File: src/rtl/seq_detect_pkg.sv
// Shared types and helpers for the programmable Moore serial-pattern detector.
package seq_detect_pkg;

  typedef enum logic [1:0] {
    S_IDLE   = 2'd0,
    S_SEARCH = 2'd1,
    S_HIT    = 2'd2
  } state_t;

  localparam int unsigned MASK_W        = 32;
  localparam logic [3:0]  DEF_PATTERN_C = 4'b0111;
  localparam int unsigned DEF_LEN_C     = 3;

  // Mask with the low len bits set; callers truncate to their pattern width.
  function automatic logic [MASK_W-1:0] lowmask(input int unsigned len);
    if (len >= MASK_W) return '1;
    return (MASK_W'(1) << len) - MASK_W'(1);
  endfunction

endpackage

File: src/rtl/seq_detect_moore_p_if.sv
// Control/data bundle between a driver and the serial-pattern detector.
interface seq_detect_moore_p_if #(
  parameter int unsigned PAT_W = 4,
  parameter int unsigned CNT_W = 8,
  parameter int unsigned LEN_W = $clog2(PAT_W + 1)
);
  logic             en;
  logic             w;
  logic             w_valid;
  logic             cfg_load;
  logic [PAT_W-1:0] cfg_pattern;
  logic [LEN_W-1:0] cfg_len;
  logic             cfg_overlap;
  logic             clr_count;
  logic             z;
  logic [CNT_W-1:0] hit_count;
  logic             armed;

  modport master (
    output en, w, w_valid, cfg_load, cfg_pattern, cfg_len, cfg_overlap, clr_count,
    input  z, hit_count, armed
  );

  modport slave (
    input  en, w, w_valid, cfg_load, cfg_pattern, cfg_len, cfg_overlap, clr_count,
    output z, hit_count, armed
  );
endinterface

File: src/rtl/seq_hist_match.sv
// Shift history and fill counter; flags a pattern match on the bit being sampled.
module seq_hist_match import seq_detect_pkg::*; #(
  parameter int unsigned PAT_W = 4,
  parameter int unsigned LEN_W = $clog2(PAT_W + 1)
) (
  input  logic             clk,
  input  logic             reset,
  input  logic             clear,
  input  logic             sample,
  input  logic             w,
  input  logic [PAT_W-1:0] pattern,
  input  logic [LEN_W-1:0] len,
  input  logic             overlap,
  output logic             match_c
);

  localparam logic [LEN_W-1:0] FILL_MAX = LEN_W'(PAT_W);

  logic [PAT_W-1:0] hist;
  logic [LEN_W-1:0] fill;
  logic [PAT_W-1:0] new_hist;
  logic [LEN_W-1:0] new_fill;
  logic [PAT_W-1:0] mask;

  assign new_hist = {hist[PAT_W-2:0], w};
  assign new_fill = (fill >= FILL_MAX) ? FILL_MAX : fill + LEN_W'(1);
  assign mask     = PAT_W'(lowmask(32'(len)));

  // Bit 0 of the pattern lines up with the newest bit of the history.
  assign match_c = sample && (len != '0) && (new_fill >= len) &&
                   (((new_hist ^ pattern) & mask) == '0);

  always_ff @(posedge clk) begin
    if (reset || clear) begin
      hist <= '0;
      fill <= '0;
    end else if (sample) begin
      hist <= new_hist;
      fill <= (match_c && !overlap) ? '0 : new_fill;
    end
  end

endmodule

File: src/rtl/seq_detect_moore_p.sv
// Programmable Moore serial-pattern detector with overlap control and saturating hit counter.
module seq_detect_moore_p import seq_detect_pkg::*; #(
  parameter int unsigned      PAT_W       = 4,
  parameter int unsigned      CNT_W       = 8,
  parameter logic [PAT_W-1:0] DEF_PATTERN = PAT_W'(DEF_PATTERN_C),
  parameter int unsigned      DEF_LEN     = DEF_LEN_C,
  parameter int unsigned      LEN_W       = $clog2(PAT_W + 1)
) (
  input  logic              clk,
  input  logic              reset,
  seq_detect_moore_p_if.slave bus
);

  state_t           state;
  logic [PAT_W-1:0] pattern;
  logic [LEN_W-1:0] len;
  logic             overlap;
  logic             z_flag;
  logic             armed_flag;
  logic [CNT_W-1:0] hits;

  logic             sample_c;
  logic             clear_c;
  logic             match_c;
  logic [LEN_W-1:0] cfg_len_clamped_c;

  // A config load in the same cycle swallows the serial bit.
  assign sample_c = bus.en && bus.w_valid && !bus.cfg_load;
  assign clear_c  = bus.cfg_load || !bus.en;
  assign cfg_len_clamped_c = (bus.cfg_len > LEN_W'(PAT_W)) ? LEN_W'(PAT_W) : bus.cfg_len;

  seq_hist_match #(
    .PAT_W (PAT_W),
    .LEN_W (LEN_W)
  ) u_hist (
    .clk     (clk),
    .reset   (reset),
    .clear   (clear_c),
    .sample  (sample_c),
    .w       (bus.w),
    .pattern (pattern),
    .len     (len),
    .overlap (overlap),
    .match_c (match_c)
  );

  // FSM and config registers; z/armed are registered alongside the state they decode.
  always_ff @(posedge clk) begin
    if (reset) begin
      state      <= S_IDLE;
      z_flag     <= 1'b0;
      armed_flag <= 1'b0;
      pattern    <= DEF_PATTERN;
      len        <= LEN_W'(DEF_LEN);
      overlap    <= 1'b1;
    end else if (bus.cfg_load) begin
      pattern    <= bus.cfg_pattern;
      len        <= cfg_len_clamped_c;
      overlap    <= bus.cfg_overlap;
      state      <= bus.en ? S_SEARCH : S_IDLE;
      z_flag     <= 1'b0;
      armed_flag <= bus.en;
    end else if (!bus.en) begin
      state      <= S_IDLE;
      z_flag     <= 1'b0;
      armed_flag <= 1'b0;
    end else begin
      case (state)
        S_IDLE, S_SEARCH, S_HIT: begin
          if (match_c) begin
            state  <= S_HIT;
            z_flag <= 1'b1;
          end else begin
            state  <= S_SEARCH;
            z_flag <= 1'b0;
          end
          armed_flag <= 1'b1;
        end
        default: begin
          state      <= S_IDLE;
          z_flag     <= 1'b0;
          armed_flag <= 1'b0;
        end
      endcase
    end
  end

  // Saturating hit counter; a clear that coincides with a hit leaves one.
  always_ff @(posedge clk) begin
    if (reset) begin
      hits <= '0;
    end else if (bus.clr_count) begin
      hits <= match_c ? CNT_W'(1) : '0;
    end else if (match_c && (hits != '1)) begin
      hits <= hits + CNT_W'(1);
    end
  end

  assign bus.z         = z_flag;
  assign bus.armed     = armed_flag;
  assign bus.hit_count = hits;

endmodule

File: src/flat_wrapper.sv
// flat-port wrapper written by rule: the top's interface ports become plain ports
module seq_detect_moore_p_flat import seq_detect_pkg::*;
#(
  parameter int unsigned      PAT_W       = 4,
  parameter int unsigned      CNT_W       = 8,
  parameter logic [PAT_W-1:0] DEF_PATTERN = PAT_W'(DEF_PATTERN_C),
  parameter int unsigned      DEF_LEN     = DEF_LEN_C,
  parameter int unsigned      LEN_W       = $clog2(PAT_W + 1)
)
  (clk, reset, bus_en, bus_w, bus_w_valid, bus_cfg_load, bus_cfg_pattern, bus_cfg_len, bus_cfg_overlap, bus_clr_count, bus_z, bus_hit_count, bus_armed);
  seq_detect_moore_p_if #(.PAT_W(PAT_W), .CNT_W(CNT_W), .LEN_W(LEN_W)) bus_i ();
  input  logic clk;
  input  logic reset;
  input wire logic [$bits(bus_i.en)-1:0] bus_en;
  input wire logic [$bits(bus_i.w)-1:0] bus_w;
  input wire logic [$bits(bus_i.w_valid)-1:0] bus_w_valid;
  input wire logic [$bits(bus_i.cfg_load)-1:0] bus_cfg_load;
  input wire logic [$bits(bus_i.cfg_pattern)-1:0] bus_cfg_pattern;
  input wire logic [$bits(bus_i.cfg_len)-1:0] bus_cfg_len;
  input wire logic [$bits(bus_i.cfg_overlap)-1:0] bus_cfg_overlap;
  input wire logic [$bits(bus_i.clr_count)-1:0] bus_clr_count;
  output wire logic [$bits(bus_i.z)-1:0] bus_z;
  output wire logic [$bits(bus_i.hit_count)-1:0] bus_hit_count;
  output wire logic [$bits(bus_i.armed)-1:0] bus_armed;
  assign bus_i.en = bus_en;
  assign bus_i.w = bus_w;
  assign bus_i.w_valid = bus_w_valid;
  assign bus_i.cfg_load = bus_cfg_load;
  assign bus_i.cfg_pattern = bus_cfg_pattern;
  assign bus_i.cfg_len = bus_cfg_len;
  assign bus_i.cfg_overlap = bus_cfg_overlap;
  assign bus_i.clr_count = bus_clr_count;
  assign bus_z = bus_i.z;
  assign bus_hit_count = bus_i.hit_count;
  assign bus_armed = bus_i.armed;
  seq_detect_moore_p #(.PAT_W(PAT_W), .CNT_W(CNT_W), .DEF_PATTERN(DEF_PATTERN), .DEF_LEN(DEF_LEN), .LEN_W(LEN_W)) u_core (.clk(clk), .reset(reset), .bus(bus_i));
endmodule
File: config.mk
export PLATFORM = sky130hd
export DESIGN_NAME = seq_detect_moore_p_flat
export DESIGN_NICKNAME = d
export VERILOG_FILES = /design/src/rtl/seq_detect_pkg.sv /design/src/rtl/seq_detect_moore_p_if.sv /design/src/rtl/seq_hist_match.sv /design/src/rtl/seq_detect_moore_p.sv /design/src/flat_wrapper.sv
export SDC_FILE = /design/constraint.sdc
export NUM_CORES = 1
export LEC_CHECK = 0
export ABC_AREA = 0
export BUFFER_PORTS_ARGS = -buffer_cell sky130_fd_sc_hd__buf_2
export CORE_ASPECT_RATIO = 0.6
export CORE_MARGIN = 4
export CORE_UTILIZATION = 30
export CTS_BUF_LIST = sky130_fd_sc_hd__clkbuf_4
export DETAILED_ROUTE_END_ITERATION = 10
export GPL_TIMING_DRIVEN = 0
export HOLD_SLACK_MARGIN = 0.1
export SLEW_MARGIN = 20
export SYNTH_ARGS = -nofsm -noshare
export SYNTH_HDL_FRONTEND = slang
export SYNTH_SLANG_ARGS = --single-unit
File: constraint.sdc
create_clock -name clk -period 2.3 [get_ports clk]
set_clock_uncertainty 0.05 [all_clocks]
set_input_delay 0.115 -clock clk [delete_from_list [all_inputs] [get_ports clk]]
set_output_delay 0.115 -clock clk [all_outputs]
set_load 0.02 [all_outputs]
==> results_dict.tcl <==
set metrics [dict create \
    cts_sinks 25 \
    dr.pass1.iters 4 \
    wl_met3_microns 177 \
    numCtsBuffers 3 \
    grt_max_degree 14 \
    maxSlewViolCount 0 \
    register_area_sq_um 504 \
    grt_pass1_wl_mm 4.99 \
    synthCells 142 \
    crit_family "simple AND/OR/NAND/NOR gates" \
    status "completed" \
    power.internal_mw 0.609 \
    post_drt_wl_per_cell_microns 13.1 \
    fmax_mhz 453 \
    ioPinCount 25 \
    min_path_cells 3 \
    m1WireLength_mm 1.66 \
    setup_viol 0 \
    final_core_util 0.422 \
    pwr-share-comb 0.194 \
    r2r_start "u_core.len[0]$_SDFFE_PP1P_" \
    crit_buf_inv 0 \
    cp_num_cells 6 \
    end_kind "flip-flop" \
    wl_mm 3.22 \
    antenna_found_initial 0 \
    vias 1151 \
    n_antenna_cell 0 \
    die_w_microns 92.7 \
    fillers 405 \
    grt_usage 0.117 \
    maxCapViolCount 0 \
    clk_path_buf_depth 2 \
    power_density_nw_per_um2 476 \
    regToRegSetupSlack_ns 0.09 \
    rows 18 \
    clk_latency_ns 0.31 \
    route.detailed.drc 0 \
    hold_viol 0 \
    cts_tree "done" \
    reg2reg_depth 6 \
    viasPerCell 4.68 \
    first_iter_violations 106 \
    cp_cell_sequence "or3_1, ha_1, a2bb2oi_4, o211ai_4, or4_4, a21oi_2" \
    crit_slowest_cell "or4_4" \
    pre_cts_ws_ns -0.219 \
    clkTransAtPathRegs_ns 0.13 \
    grt_pass1_vias 1034 \
    port_buffers 24 \
    worst_pin_slew_ns 0.658 \
    crit_type "reg -> reg" \
    root_buffer "clkbuf_4" \
    synth_cell_types 41 \
    cp.arrival_ns 2.42 \
    crit_path_start "u_core.len[0]$_SDFFE_PP1P_" \
    worstHoldPathType "in -> reg" \
    timing.slew.headroom 0.558 \
    ys_ff_latch 25 \
    period_share 0.959 \
    globalRoute.totalOverflow 0 \
    multiInputGateArea_sq_um 800 \
    synth_top_cell_by_area "dfxtp_1" \
    ys_top_cells_by_area "dfxtp_1, ha_1, mux2i_1" \
    fin_setup_tns_ns 0 \
    final_common_cell "buf_2" \
    leakage_nw 0.761 \
    core-area_sq_um 4120 \
    p_sw_mw 0.218 \
    ctsHtreeMaxLevel 1 \
    die_h_microns 58.8 \
    area_delta_synth_final_pct 34.6 \
    syn_avg_cell_area_sq_um 9.09 \
    nets 209 \
    fin_ws_ns 0.0946 \
    postRouteAntennaNets 0 \
    slowest_delay_ns 0.54 \
    peakVddDrop_mv 0.148 \
    seq_area_frac_synth 0.388 \
    crit_fanout 8 \
    dp_cells 226 \
    die-area_sq_um 5450 \
    required_ns 2.51 \
    clockPowerShare 0.252 \
    syn_area_sq_um 1290 \
    final_cell_mix "buf_2, dfxtp_1, dlygate4sd3_1, inv_1, nand2_1" \
    layoutNonFillerInstCount 246 \
    period_minus_slack_ns 2.21 \
    final_area_sq_um 1740 \
    gp_congestion 0.868 \
    top_layer_used "met4" \
    swShare 0.263 \
    rsz0062_at_grt "false" \
    route.met2.wl_mm 1.35 \
    initial_utilization 0.313 \
    syn_nets 164 \
    startpoint_type "flip-flop" \
    seqPwrFrac 0.554 \
    yosysWarnings 0 \
    worstHoldStart "bus_cfg_load" \
    dp_hpwl_mm 2.26 \
    synth_top_area_share 0.388 \
    postPlaceCellArea_sq_um 1490 \
    drive_gt1_frac 0.274 \
]
## final timing paths
| kind | to |
|---|---|
| worst max-delay path | u_core.bus.hit_count[4]$_SDFFE_PP0P_ |
| worst min-delay path | u_core.overlap$_SDFFE_PP1P_ |
| worst max register to register | u_core.bus.hit_count[4]$_SDFFE_PP0P_ |
| worst min register to register | u_core.bus.hit_count[5]$_SDFFE_PP0P_ |
## worst register-to-register path: stages (launching register included)
cell       delay, ns
dfxtp_2         0.37
or3_1           0.40
ha_1            0.34
a2bb2oi_4       0.19
o211ai_4        0.15
or4_4           0.54
a21oi_2         0.12
## synth_stat cells, drive strengths merged
| cell type | number |
|---|---|
| or4 | 1 |
| o221a | 3 |
| a211o | 4 |
| buf | 2 |
| o41ai | 1 |
| a31oi | 1 |
| nor2 | 7 |
| nor3 | 4 |
| clkbuf | 1 |
| xnor2 | 4 |
| and3b | 1 |
| nor4b | 1 |
| nand3 | 6 |
| dfxtp | 25 |
| nand4 | 1 |
| nand2 | 9 |
| nor3b | 2 |
| a211oi | 4 |
| ha | 7 |
| and3 | 5 |
| nand2b | 1 |
| or3 | 4 |
| nor2b | 4 |
| or2 | 2 |
| o211a | 1 |
| and2 | 2 |
| o21ai | 9 |
| a2bb2oi | 1 |
| and2b | 2 |
| a21oi | 6 |
| o211ai | 2 |
| o21a | 1 |
| inv | 10 |
| mux2i | 5 |
| xor2 | 1 |
| o311ai | 1 |
| o31ai | 1 |
## power by group through the flow
stage / combinational [mW] / clock, mW / sequential (mW)
floorplan: 0.0762 / 0 / 0.465
global placement: 0.111 / 0 / 0.467
detailed placement: 0.111 / 0 / 0.467
CTS: 0.136 / 0.217 / 0.458
global route: 0.175 / 0.233 / 0.460
finish: 0.160 / 0.208 / 0.459
## layer usage
layer / GRT usage / up-vias
met1: 0.179 / 520
met3: 0.0319 / 2
met4: 0.0251 / 0
met2: 0.162 / 26
met5: 0 / -
li1: - / 603
## kinds of logic after synthesis
group                    after synthesis  share of synthesized area
buffers and inverters                 13                     0.0417
XOR/XNOR                               5                     0.0339
AND/OR/NAND/NOR                       52                      0.224
flip-flops                            25                      0.388
AO/OA/AOI/OAI                         35                      0.206
adder cells (fa/ha/maj)                7                     0.0678
multiplexers                           5                     0.0388
## metrics by stage
step | total power [mW] | hold WS, ns
3_3_place_gp | 0.578 | 0.277
5_1_grt | 0.868 | 0.137
4_1_cts | 0.810 | 0.116
6_report | 0.827 | 0.134
2_1_floorplan | 0.541 | 0.149
3_5_place_dp | 0.579 | 0.283
## sequential cells by signal, indices dropped and copies added, names as in the netlist
signal / count
u_core.bus.armed: 1
u_core.bus.hit_count: 8
u_core.bus.z: 1
u_core.len: 3
u_core.overlap: 1
u_core.pattern: 4
u_core.state: 1
u_core.u_hist.fill: 3
u_core.u_hist.hist: 3
## layout make-up
type | count | area share
multi-input cells | 104 | 0.460
flip-flops and latches | 25 | 0.290
repair buffers | 40 | 0.158
well taps | 60 | 0.0432
inverters | 10 | 0.0216
clock buffers | 4 | 0.0173
plain buffers | 3 | 0.00936
## repair_timing
item | 4_1_cts | 5_1_grt
pin swaps | 0 | 4
endpoints found under the hold margin | 17 | 0
endpoints found under the setup margin | 4 | 7
buffers inserted | 0 | 2
resized for setup | 3 | 11
hold buffers | 14 | 0
(Power assumes the default switching activity.)
